--- config.mk ---
export PLATFORM = sky130hd
export DESIGN_NAME = hazard_stall_ctrl_flat
export DESIGN_NICKNAME = d
export VERILOG_FILES = /design/src/rtl/hazard_stall_ctrl_if.sv /design/src/rtl/hazard_stall_ctrl.sv /design/src/flat_wrapper.sv
export SDC_FILE = /design/constraint.sdc
export NUM_CORES = 1
export LEC_CHECK = 0
export BUFFER_PORTS_ARGS = -buffer_cell sky130_fd_sc_hd__clkbuf_2
export CAP_MARGIN = 40
export CORE_UTILIZATION = 27
export DETAILED_ROUTE_END_ITERATION = 12
export GPL_ROUTABILITY_DRIVEN = 0
export PLACE_DENSITY = 0.54
export SETUP_SLACK_MARGIN = 0.02
export SLEW_MARGIN = 20
export SYNTH_ARGS = -nofsm -noshare
export SYNTH_HDL_FRONTEND = slang
export SYNTH_SLANG_ARGS = --single-unit
--- constraint.sdc ---
create_clock -name clk -period 3.5 [get_ports clk]
set_input_delay 0.875 -clock clk [delete_from_list [all_inputs] [get_ports clk]]
set_output_delay 0.875 -clock clk [all_outputs]
set_load 0.1 [all_outputs]
--- src/rtl/hazard_stall_ctrl_if.sv ---
// Hazard unit bundle: ID/EX/MEM hazard inputs in,
// pipeline enables, flush/bubble, timeout and perf counters out.
interface hazard_stall_ctrl_if;
  logic [4:0]  ID_rs;
  logic [4:0]  ID_rt;
  logic        ID_UsesRs;
  logic        ID_UsesRt;
  logic        EX_RegWrite;
  logic [1:0]  EX_RegSrc;
  logic [4:0]  EX_WriteReg;
  logic        EX_BranchTaken;
  logic        MEM_MemReq;
  logic        MEM_MemReady;
  logic        PC_Write;
  logic        IFID_Write;
  logic        IDEX_Write;
  logic        EXMEM_Write;
  logic        IFID_Flush;
  logic        IDEX_Bubble;
  logic        MEMWB_Bubble;
  logic        mem_timeout;
  logic [31:0] stall_cycles;
  logic [31:0] flush_count;

  modport master (
    output ID_rs, ID_rt, ID_UsesRs, ID_UsesRt,
    output EX_RegWrite, EX_RegSrc, EX_WriteReg,
    output EX_BranchTaken, MEM_MemReq, MEM_MemReady,
    input  PC_Write, IFID_Write, IDEX_Write,
    input  EXMEM_Write, IFID_Flush, IDEX_Bubble,
    input  MEMWB_Bubble, mem_timeout,
    input  stall_cycles, flush_count
  );

  modport slave (
    input  ID_rs, ID_rt, ID_UsesRs, ID_UsesRt,
    input  EX_RegWrite, EX_RegSrc, EX_WriteReg,
    input  EX_BranchTaken, MEM_MemReq, MEM_MemReady,
    output PC_Write, IFID_Write, IDEX_Write,
    output EXMEM_Write, IFID_Flush, IDEX_Bubble,
    output MEMWB_Bubble, mem_timeout,
    output stall_cycles, flush_count
  );
endinterface

--- src/rtl/hazard_stall_ctrl.sv ---
// Pipeline hazard/stall controller: memory wait > branch flush > load-use.
// Ports: clk, rst (async high), hz (slave bundle). Perf counters: HAZARD_PERF_CNT_EN.
module hazard_stall_ctrl #(
  parameter int unsigned WAIT_MAX = 255
) (
  input logic          clk,
  input logic          rst,
  hazard_stall_ctrl_if.slave hz
);
  localparam logic [1:0]  REGSRC_DMEM = 2'b01;
  localparam logic [15:0] WAIT_LIM = 16'(WAIT_MAX);

  typedef enum logic {RUN, MEMWAIT} state_e;

  state_e      state_q, state_d;
  logic [15:0] wcnt_q, wcnt_d;
  logic        tmo_q, tmo_d;

  logic mem_wait, load_use, rs_hit, rt_hit;
  logic ev_mem, ev_br, ev_lu;
  logic pc_we, ifid_we, idex_we, exmem_we;
  logic ifid_fl, idex_bub, memwb_bub;

  always_comb begin
    rs_hit = hz.ID_UsesRs &&
             (hz.EX_WriteReg == hz.ID_rs);
    rt_hit = hz.ID_UsesRt &&
             (hz.EX_WriteReg == hz.ID_rt);
    load_use = hz.EX_RegWrite &&
               (hz.EX_RegSrc == REGSRC_DMEM) &&
               (hz.EX_WriteReg != 5'd0) &&
               (rs_hit || rt_hit);
    mem_wait = hz.MEM_MemReq && !hz.MEM_MemReady;
  end

  always_ff @(posedge clk or posedge rst) begin
    if (rst) begin
      state_q <= RUN;
      wcnt_q  <= '0;
      tmo_q   <= 1'b0;
    end else begin
      state_q <= state_d;
      wcnt_q  <= wcnt_d;
      tmo_q   <= tmo_d;
    end
  end

  // The cycle that enters MEMWAIT already counts as the first wait cycle.
  always_comb begin
    state_d = state_q;
    wcnt_d  = wcnt_q;
    unique case (state_q)
      RUN: begin
        wcnt_d = '0;
        if (mem_wait) begin
          state_d = MEMWAIT;
          wcnt_d  = 16'd1;
        end
      end
      MEMWAIT: begin
        if (!mem_wait) begin
          state_d = RUN;
          wcnt_d  = '0;
        end else if (wcnt_q != WAIT_LIM) begin
          wcnt_d = wcnt_q + 16'd1;
        end
      end
      default: begin
        state_d = RUN;
        wcnt_d  = '0;
      end
    endcase
    tmo_d = tmo_q || (wcnt_d == WAIT_LIM);
  end

  // In MEMWAIT the stall holds until ready; the ready cycle runs free.
  always_comb begin
    ev_mem = (state_q == MEMWAIT) ? mem_wait
                                  : mem_wait;
    ev_br  = !ev_mem && hz.EX_BranchTaken;
    ev_lu  = !ev_mem && !ev_br && load_use;
    pc_we     = 1'b1;
    ifid_we   = 1'b1;
    idex_we   = 1'b1;
    exmem_we  = 1'b1;
    ifid_fl   = 1'b0;
    idex_bub  = 1'b0;
    memwb_bub = 1'b0;
    if (!rst) begin
      unique case (1'b1)
        ev_mem: begin
          pc_we     = 1'b0;
          ifid_we   = 1'b0;
          idex_we   = 1'b0;
          exmem_we  = 1'b0;
          memwb_bub = 1'b1;
        end
        ev_br: begin
          ifid_fl  = 1'b1;
          idex_bub = 1'b1;
        end
        ev_lu: begin
          pc_we    = 1'b0;
          ifid_we  = 1'b0;
          idex_bub = 1'b1;
        end
        default: ;
      endcase
    end
  end

  assign hz.PC_Write     = pc_we;
  assign hz.IFID_Write   = ifid_we;
  assign hz.IDEX_Write   = idex_we;
  assign hz.EXMEM_Write  = exmem_we;
  assign hz.IFID_Flush   = ifid_fl;
  assign hz.IDEX_Bubble  = idex_bub;
  assign hz.MEMWB_Bubble = memwb_bub;
  assign hz.mem_timeout  = tmo_q;

`ifdef HAZARD_PERF_CNT_EN
  logic [31:0] stall_q, flush_q;

  always_ff @(posedge clk or posedge rst) begin
    if (rst) begin
      stall_q <= '0;
      flush_q <= '0;
    end else begin
      if (!pc_we)  stall_q <= stall_q + 32'd1;
      if (ifid_fl) flush_q <= flush_q + 32'd1;
    end
  end

  assign hz.stall_cycles = stall_q;
  assign hz.flush_count  = flush_q;
`else
  assign hz.stall_cycles = '0;
  assign hz.flush_count  = '0;
`endif
endmodule

--- src/flat_wrapper.sv ---
// flat-port wrapper written by rule: the top's interface ports become plain ports
module hazard_stall_ctrl_flat 
#(
  parameter int unsigned WAIT_MAX = 255
)
  (clk, rst, hz_ID_rs, hz_ID_rt, hz_ID_UsesRs, hz_ID_UsesRt, hz_EX_RegWrite, hz_EX_RegSrc, hz_EX_WriteReg, hz_EX_BranchTaken, hz_MEM_MemReq, hz_MEM_MemReady, hz_PC_Write, hz_IFID_Write, hz_IDEX_Write, hz_EXMEM_Write, hz_IFID_Flush, hz_IDEX_Bubble, hz_MEMWB_Bubble, hz_mem_timeout, hz_stall_cycles, hz_flush_count);
  hazard_stall_ctrl_if hz_i ();
  input logic clk;
  input logic rst;
  input wire logic [$bits(hz_i.ID_rs)-1:0] hz_ID_rs;
  input wire logic [$bits(hz_i.ID_rt)-1:0] hz_ID_rt;
  input wire logic [$bits(hz_i.ID_UsesRs)-1:0] hz_ID_UsesRs;
  input wire logic [$bits(hz_i.ID_UsesRt)-1:0] hz_ID_UsesRt;
  input wire logic [$bits(hz_i.EX_RegWrite)-1:0] hz_EX_RegWrite;
  input wire logic [$bits(hz_i.EX_RegSrc)-1:0] hz_EX_RegSrc;
  input wire logic [$bits(hz_i.EX_WriteReg)-1:0] hz_EX_WriteReg;
  input wire logic [$bits(hz_i.EX_BranchTaken)-1:0] hz_EX_BranchTaken;
  input wire logic [$bits(hz_i.MEM_MemReq)-1:0] hz_MEM_MemReq;
  input wire logic [$bits(hz_i.MEM_MemReady)-1:0] hz_MEM_MemReady;
  output wire logic [$bits(hz_i.PC_Write)-1:0] hz_PC_Write;
  output wire logic [$bits(hz_i.IFID_Write)-1:0] hz_IFID_Write;
  output wire logic [$bits(hz_i.IDEX_Write)-1:0] hz_IDEX_Write;
  output wire logic [$bits(hz_i.EXMEM_Write)-1:0] hz_EXMEM_Write;
  output wire logic [$bits(hz_i.IFID_Flush)-1:0] hz_IFID_Flush;
  output wire logic [$bits(hz_i.IDEX_Bubble)-1:0] hz_IDEX_Bubble;
  output wire logic [$bits(hz_i.MEMWB_Bubble)-1:0] hz_MEMWB_Bubble;
  output wire logic [$bits(hz_i.mem_timeout)-1:0] hz_mem_timeout;
  output wire logic [$bits(hz_i.stall_cycles)-1:0] hz_stall_cycles;
  output wire logic [$bits(hz_i.flush_count)-1:0] hz_flush_count;
  assign hz_i.ID_rs = hz_ID_rs;
  assign hz_i.ID_rt = hz_ID_rt;
  assign hz_i.ID_UsesRs = hz_ID_UsesRs;
  assign hz_i.ID_UsesRt = hz_ID_UsesRt;
  assign hz_i.EX_RegWrite = hz_EX_RegWrite;
  assign hz_i.EX_RegSrc = hz_EX_RegSrc;
  assign hz_i.EX_WriteReg = hz_EX_WriteReg;
  assign hz_i.EX_BranchTaken = hz_EX_BranchTaken;
  assign hz_i.MEM_MemReq = hz_MEM_MemReq;
  assign hz_i.MEM_MemReady = hz_MEM_MemReady;
  assign hz_PC_Write = hz_i.PC_Write;
  assign hz_IFID_Write = hz_i.IFID_Write;
  assign hz_IDEX_Write = hz_i.IDEX_Write;
  assign hz_EXMEM_Write = hz_i.EXMEM_Write;
  assign hz_IFID_Flush = hz_i.IFID_Flush;
  assign hz_IDEX_Bubble = hz_i.IDEX_Bubble;
  assign hz_MEMWB_Bubble = hz_i.MEMWB_Bubble;
  assign hz_mem_timeout = hz_i.mem_timeout;
  assign hz_stall_cycles = hz_i.stall_cycles;
  assign hz_flush_count = hz_i.flush_count;
  hazard_stall_ctrl #(.WAIT_MAX(WAIT_MAX)) u_core (.clk(clk), .rst(rst), .hz(hz_i));
endmodule
Word level (Yosys, flattened, before mapping)
Index checks and enable logic that the tools add are counted.

Flip-flop bits (word level): 18. Input bits: 25. Output and inout port bits: 72. Word-level logic and storage cells: 41.

$add $sub $neg: 1. Eq/ne operators: 5. Multiplexer cells: 14. Bitwise gates (word level): 1. Reduce and logical (&&, ||, !) cells: 17.

Operators with widths (count): 16-bit two-way mux (2); 16-bit case mux with 2 select lines (1); 16-bit by 1-bit adder with 16-bit output, second input constant (1); 16-bit by 8-bit == test with 1-bit output, second input constant (1); 16-bit by 8-bit != test with 1-bit output, second input constant (1); 1-bit two-way mux (11); 5-bit == test (2); 1-bit logical AND (9); 5-bit nonzero test (1); 2-bit OR reduction (2); 1-bit zero test (3); 2-bit by 1-bit == test with 1-bit output, second input constant (1); 1-bit logical OR (2); 1-bit NOT (1).

Longest topological paths before layout
Word-level depth: 10. Gate-level depth with buffers: 6. Mapped depth without buffers: 6.

Worst setup path before layout
Ideal clock, no wire load.

Path type: in2out. From: in rst. To: out hz_PC_Write. Arrival: 3.258 ns. Required time: 2.625 ns. Setup slack: -0.633 ns. Stages on the path: 4. Path buffers: 1. Path through: inv_1 -> nand2_1 -> and2_1 -> buf_4.

Longest elaborated chain between the ends: 1.

Ends and longest elaborated chain: start, declared (RTL line flat_wrapper.sv:9) `input logic rst;`; 1-bit two-way mux; end, declared (RTL line flat_wrapper.sv:20) `output wire logic [$bits(hz_i.PC_Write)-1:0] hz_PC_Write;`.

Every way passes these cells.

Final worst setup path
From: in hz_EX_WriteReg[0]. To: out hz_IFID_Write.

Longest elaborated chain between the ends: 8. Elaborated cells between the ends (all ways): 12. Those cells by class: eq/ne (2); mux (2); reduce/logical (8).

Ends and longest elaborated chain: start, declared (RTL line flat_wrapper.sv:16) `input wire logic [$bits(hz_i.EX_WriteReg)-1:0] hz_EX_WriteReg;`; 5-bit == test, on equally long branches (RTL line hazard_stall_ctrl.sv:26, hazard_stall_ctrl.sv:28); 1-bit logical AND, on equally long branches (RTL line hazard_stall_ctrl.sv:25, hazard_stall_ctrl.sv:27); 1-bit logical OR (RTL line hazard_stall_ctrl.sv:32) `(rs_hit || rt_hit);`; 1-bit logical AND * (RTL line hazard_stall_ctrl.sv:31) `(hz.EX_WriteReg != 5'd0) &&`; 1-bit logical AND * (RTL line hazard_stall_ctrl.sv:81) `ev_lu = !ev_mem && !ev_br && load_use;`; 2-bit OR reduction (no source line) *; 1-bit two-way mux * (RTL line hazard_stall_ctrl.sv:90) `unique case (1'b1)`; 1-bit two-way mux * (RTL line hazard_stall_ctrl.sv:89) `if (!rst) begin`; end, declared (RTL line flat_wrapper.sv:21) `output wire logic [$bits(hz_i.IFID_Write)-1:0] hz_IFID_Write;`.

Mark *: on every way between the ends. The rest lies on a longest branch, timed or not.

==> summary.md <==
| Metric | Value |
|---|---|
| Post-synthesis adder-cell area fraction | `less than 1%` |
| Synth Instances | `203` |
| Via/cell ratio | `approximately 4.1` |
| Chip Width | `around 83 um` |
| Total grt overflow | `0` |
| Layout cells sized above 1 | `between 20 and 25%` |
| Post-Synth XOR/XNOR Area | `a little over a tenth` |
| Via count | `1,283` |
| ANT nets after route | `0` |
| Total die area | `between 0.006 and 0.007 mm^2` |
| CTS tree | `yes` |
| Worst skew pair latency | `between 0.2 and 0.3 ns` |
| Ys async rst share | `100%` |
| DR WL/cell | `between 9 and 10 um` |
| Synth Area in Compound Gates | `9.37%` |
| Antenna fix cells | `0` |
| Worst EP arrival | `2.29 ns` |
| Max clock buf depth | `2` |
| Top_reg_cell synth | `dfrtp_1` |
| Worst-path clk slew | `0.07 ns` |
| Yosys top cell by area | `buf_4` |
| Worst Tran Pin Value | `roughly 0.5 ns` |
| Starting Density | `between 20 and 30%` |
| CP endpoint kind | `primary output` |
| Slowest library cell on the worst path | `a221o_1` |
| Register area share after synthesis | `approximately 25%` |
| CTS Sinks | `18` |
| Avg Inst Size Synth | `between 8 and 9 um^2` |
| Vias in the first global route | `1,158` |
| Hold_buf cts | `0` |
| Mux cell area share after synthesis | `around 1.2%` |
| Final Power | `roughly 0.76 mW` |
| Cell area after layout | `approximately 0.0019 mm^2` |
| Iter 0 DRT Violations | `46` |
| Crit Path Class | `in2out` |
| First-pass GRT wire length | `around 5.3 mm` |
| Power per Cell Area | `between 400 and 500 mW/mm^2` |
| Synth Area in Simple Gates | `between 20 and 25%` |
| Setup Skew | `about 0.0043 ns` |
| Syn. warnings | `0` |
| CP Launch Type | `input pin` |
| FMAX | `316 MHz` |
| Core area | `roughly 0.0063 mm^2` |
| CTS root buffer | `clkbuf_8` |
| Max-slew violations | `0` |
| Period utilization | `between 90% and 100%` |
| Worst vdd ir | `roughly 150 uV` |
| Mapped Area | `0.00178 mm^2` |
| EDFF count, synth | `0` |
| Final Hold Vio Count | `0` |
| Most common cell in the synthesized netlist | `buf_4` |
| Port bufs | `32` |
| IO Count | `97` |
| Status | `finished clean` |
| CP max stage delay | `~0.35 ns` |
| Cell Area, Placed | `around 0.0018 mm^2` |
| Hold Worst Slack | `approximately 0.46 ns` |
| H-tree depth | `1` |
| Drt drc | `0` |
| Share of Yosys cell area claimed by the top area cell type | `around 28%` |
| Post-cts repair resize count | `0` |
| Synth unique cells | `41` |
| Overall Global Routing Usage | `9.39%` |
| Final number of setup-violating endpoints | `0` |
| Post-layout minimum cycle time | `3.17 ns` |
| Largest family of logic cells by synthesized area | `buffers and inverters` |
| Rows | `29` |
| CP Cell Sequence | `clkbuf_2, xor2_1, nor4_1, nand3_1, a221o_1, and2_2, buf_12` |
| Initial antenna violation count | `0` |
| Maxcap violations | `0` |
| Crit Path Max Fanout | `3` |
| RSZ-0062 raised after global routing | `no` |
| Pin count of the biggest net entering global routing | `19` |
| Layout area overhead | `5.77%` |
| Post-synth top cells | `66 x buf_4, 18 x dfrtp_1, 17 x nor2_1, 14 x xor2_1, 8 x xnor2_1` |
| Setup bufs post-CTS | `0` |
| Die Y | `approximately 83 um` |
| Final #Nets | `262` |
| DRT Pass-1 Iters | `4` |
| Synth top area cells | `buf_4 28%, dfrtp_1 25%, xor2_1 6.9%` |
| Worst min path class | `reg2reg` |
| Total Wirelength | `approximately 3.1 mm` |
| Post-synthesis register bit count | `18` |
| Worst rel slew slack | `between 60% and 70%` |
| P_leak | `between 0.9 and 1 nW` |
| CP Data Required Time | `2.62 ns` |
| DPL Wire Length | `around 2.5 mm` |
| CTS buffer count | `3` |
## power by group
group,total [mW],internal (mW),switching (mW)
Sequential,0.211,0.209,0.00177
Clock,0.177,0.100,0.0767
Combinational,0.375,0.0279,0.347
## layout by cell type, fill, tap and decap left out, drive strengths merged, types with 2 or more instances in the layout
cell | netlist | routed
conb | 1 | 64
clkbuf | 1 | 32
dfrtp | 18 | 18
nor2 | 17 | 17
xor2 | 14 | 14
xnor2 | 8 | 8
nand3 | 8 | 8
nor4 | 8 | 8
nand4 | 7 | 7
inv | 6 | 6
and3 | 6 | 6
buf | 68 | 6
nor3 | 5 | 5
nand2 | 5 | 5
a21oi | 3 | 3
a31oi | 3 | 3
and4 | 2 | 2
o21ai | 2 | 2
a221o | 2 | 2
nand2b | 2 | 2
a2111oi | 2 | 2
and2 | 2 | 2
## registers in the layout, summed over array words and instances (netlist names)
name / flops
u_core.wcnt_q: 16
u_core.hz.mem_timeout: 1
u_core.state_q: 1
## logic make-up after synthesis
logic type | after synthesis
AOI/OAI and AO/OA | 19
xor gates and xnor gates | 22
adders and majority gates | 1
buffers and inverters | 75
DFF | 18
muxes | 2
other | 1
and+or+nand+nor | 65
## worst max-delay path: cells and delay by family
kind | cells | cell delay [ns]
xor+xnor | 1 | 0.16
simple gates | 3 | 0.61
buf+inv | 2 | 0.28
compound gates | 1 | 0.35
## area by class of cell
type / instances / area, um^2
multi-input cells: 173 / 1030
well taps: 77 / 96.3
clock buffers: 4 / 55.1
repair buffers: 34 / 223
fillers: 668 / 4470
flip-flops and latches: 18 / 450
inverters: 6 / 22.5
## final timing paths
kind                                               to         startpoint  cells past startpoint  slack (ns)
worst max-delay path                    hz_IFID_Write  hz_EX_WriteReg[0]                      7        0.33
worst min-delay path                 u_core.wcnt_q[0]     u_core.state_q                      1        0.46
worst max register to register  u_core.hz.mem_timeout   u_core.wcnt_q[9]                      5        1.27
worst min register to register       u_core.wcnt_q[0]     u_core.state_q                      1        0.46
max in group asynchronous           u_core.wcnt_q[15]                rst                      3        2.60
min in group asynchronous              u_core.state_q                rst                      3        0.71
## per-stage QoR
| stage | setup slack [ns] | instances | TNS [ns] | utilization (%) |
|---|---|---|---|---|
| finish | 0.332 | 312 | 0 | 29.6 |
| global placement | 0.335 | 308 | 0 | 28.7 |
| detailed placement | 0.330 | 308 | 0 | 28.7 |
| floorplan | -0.0493 | 266 | -0.0493 | - |
| CTS | 0.330 | 312 | 0 | 29.6 |
| global route | 0.207 | 312 | 0 | 29.6 |
## metal layers
layer	part of all wire, %	GRT usage (%)	vias up
met5	0	0	-
li1	-	-	633
met4	1.6	3.92	0
met3	5.2	1.39	5
met2	51	16.8	61
met1	43	11.1	584
No activity file was read; power rests on OpenSTA's default activity.
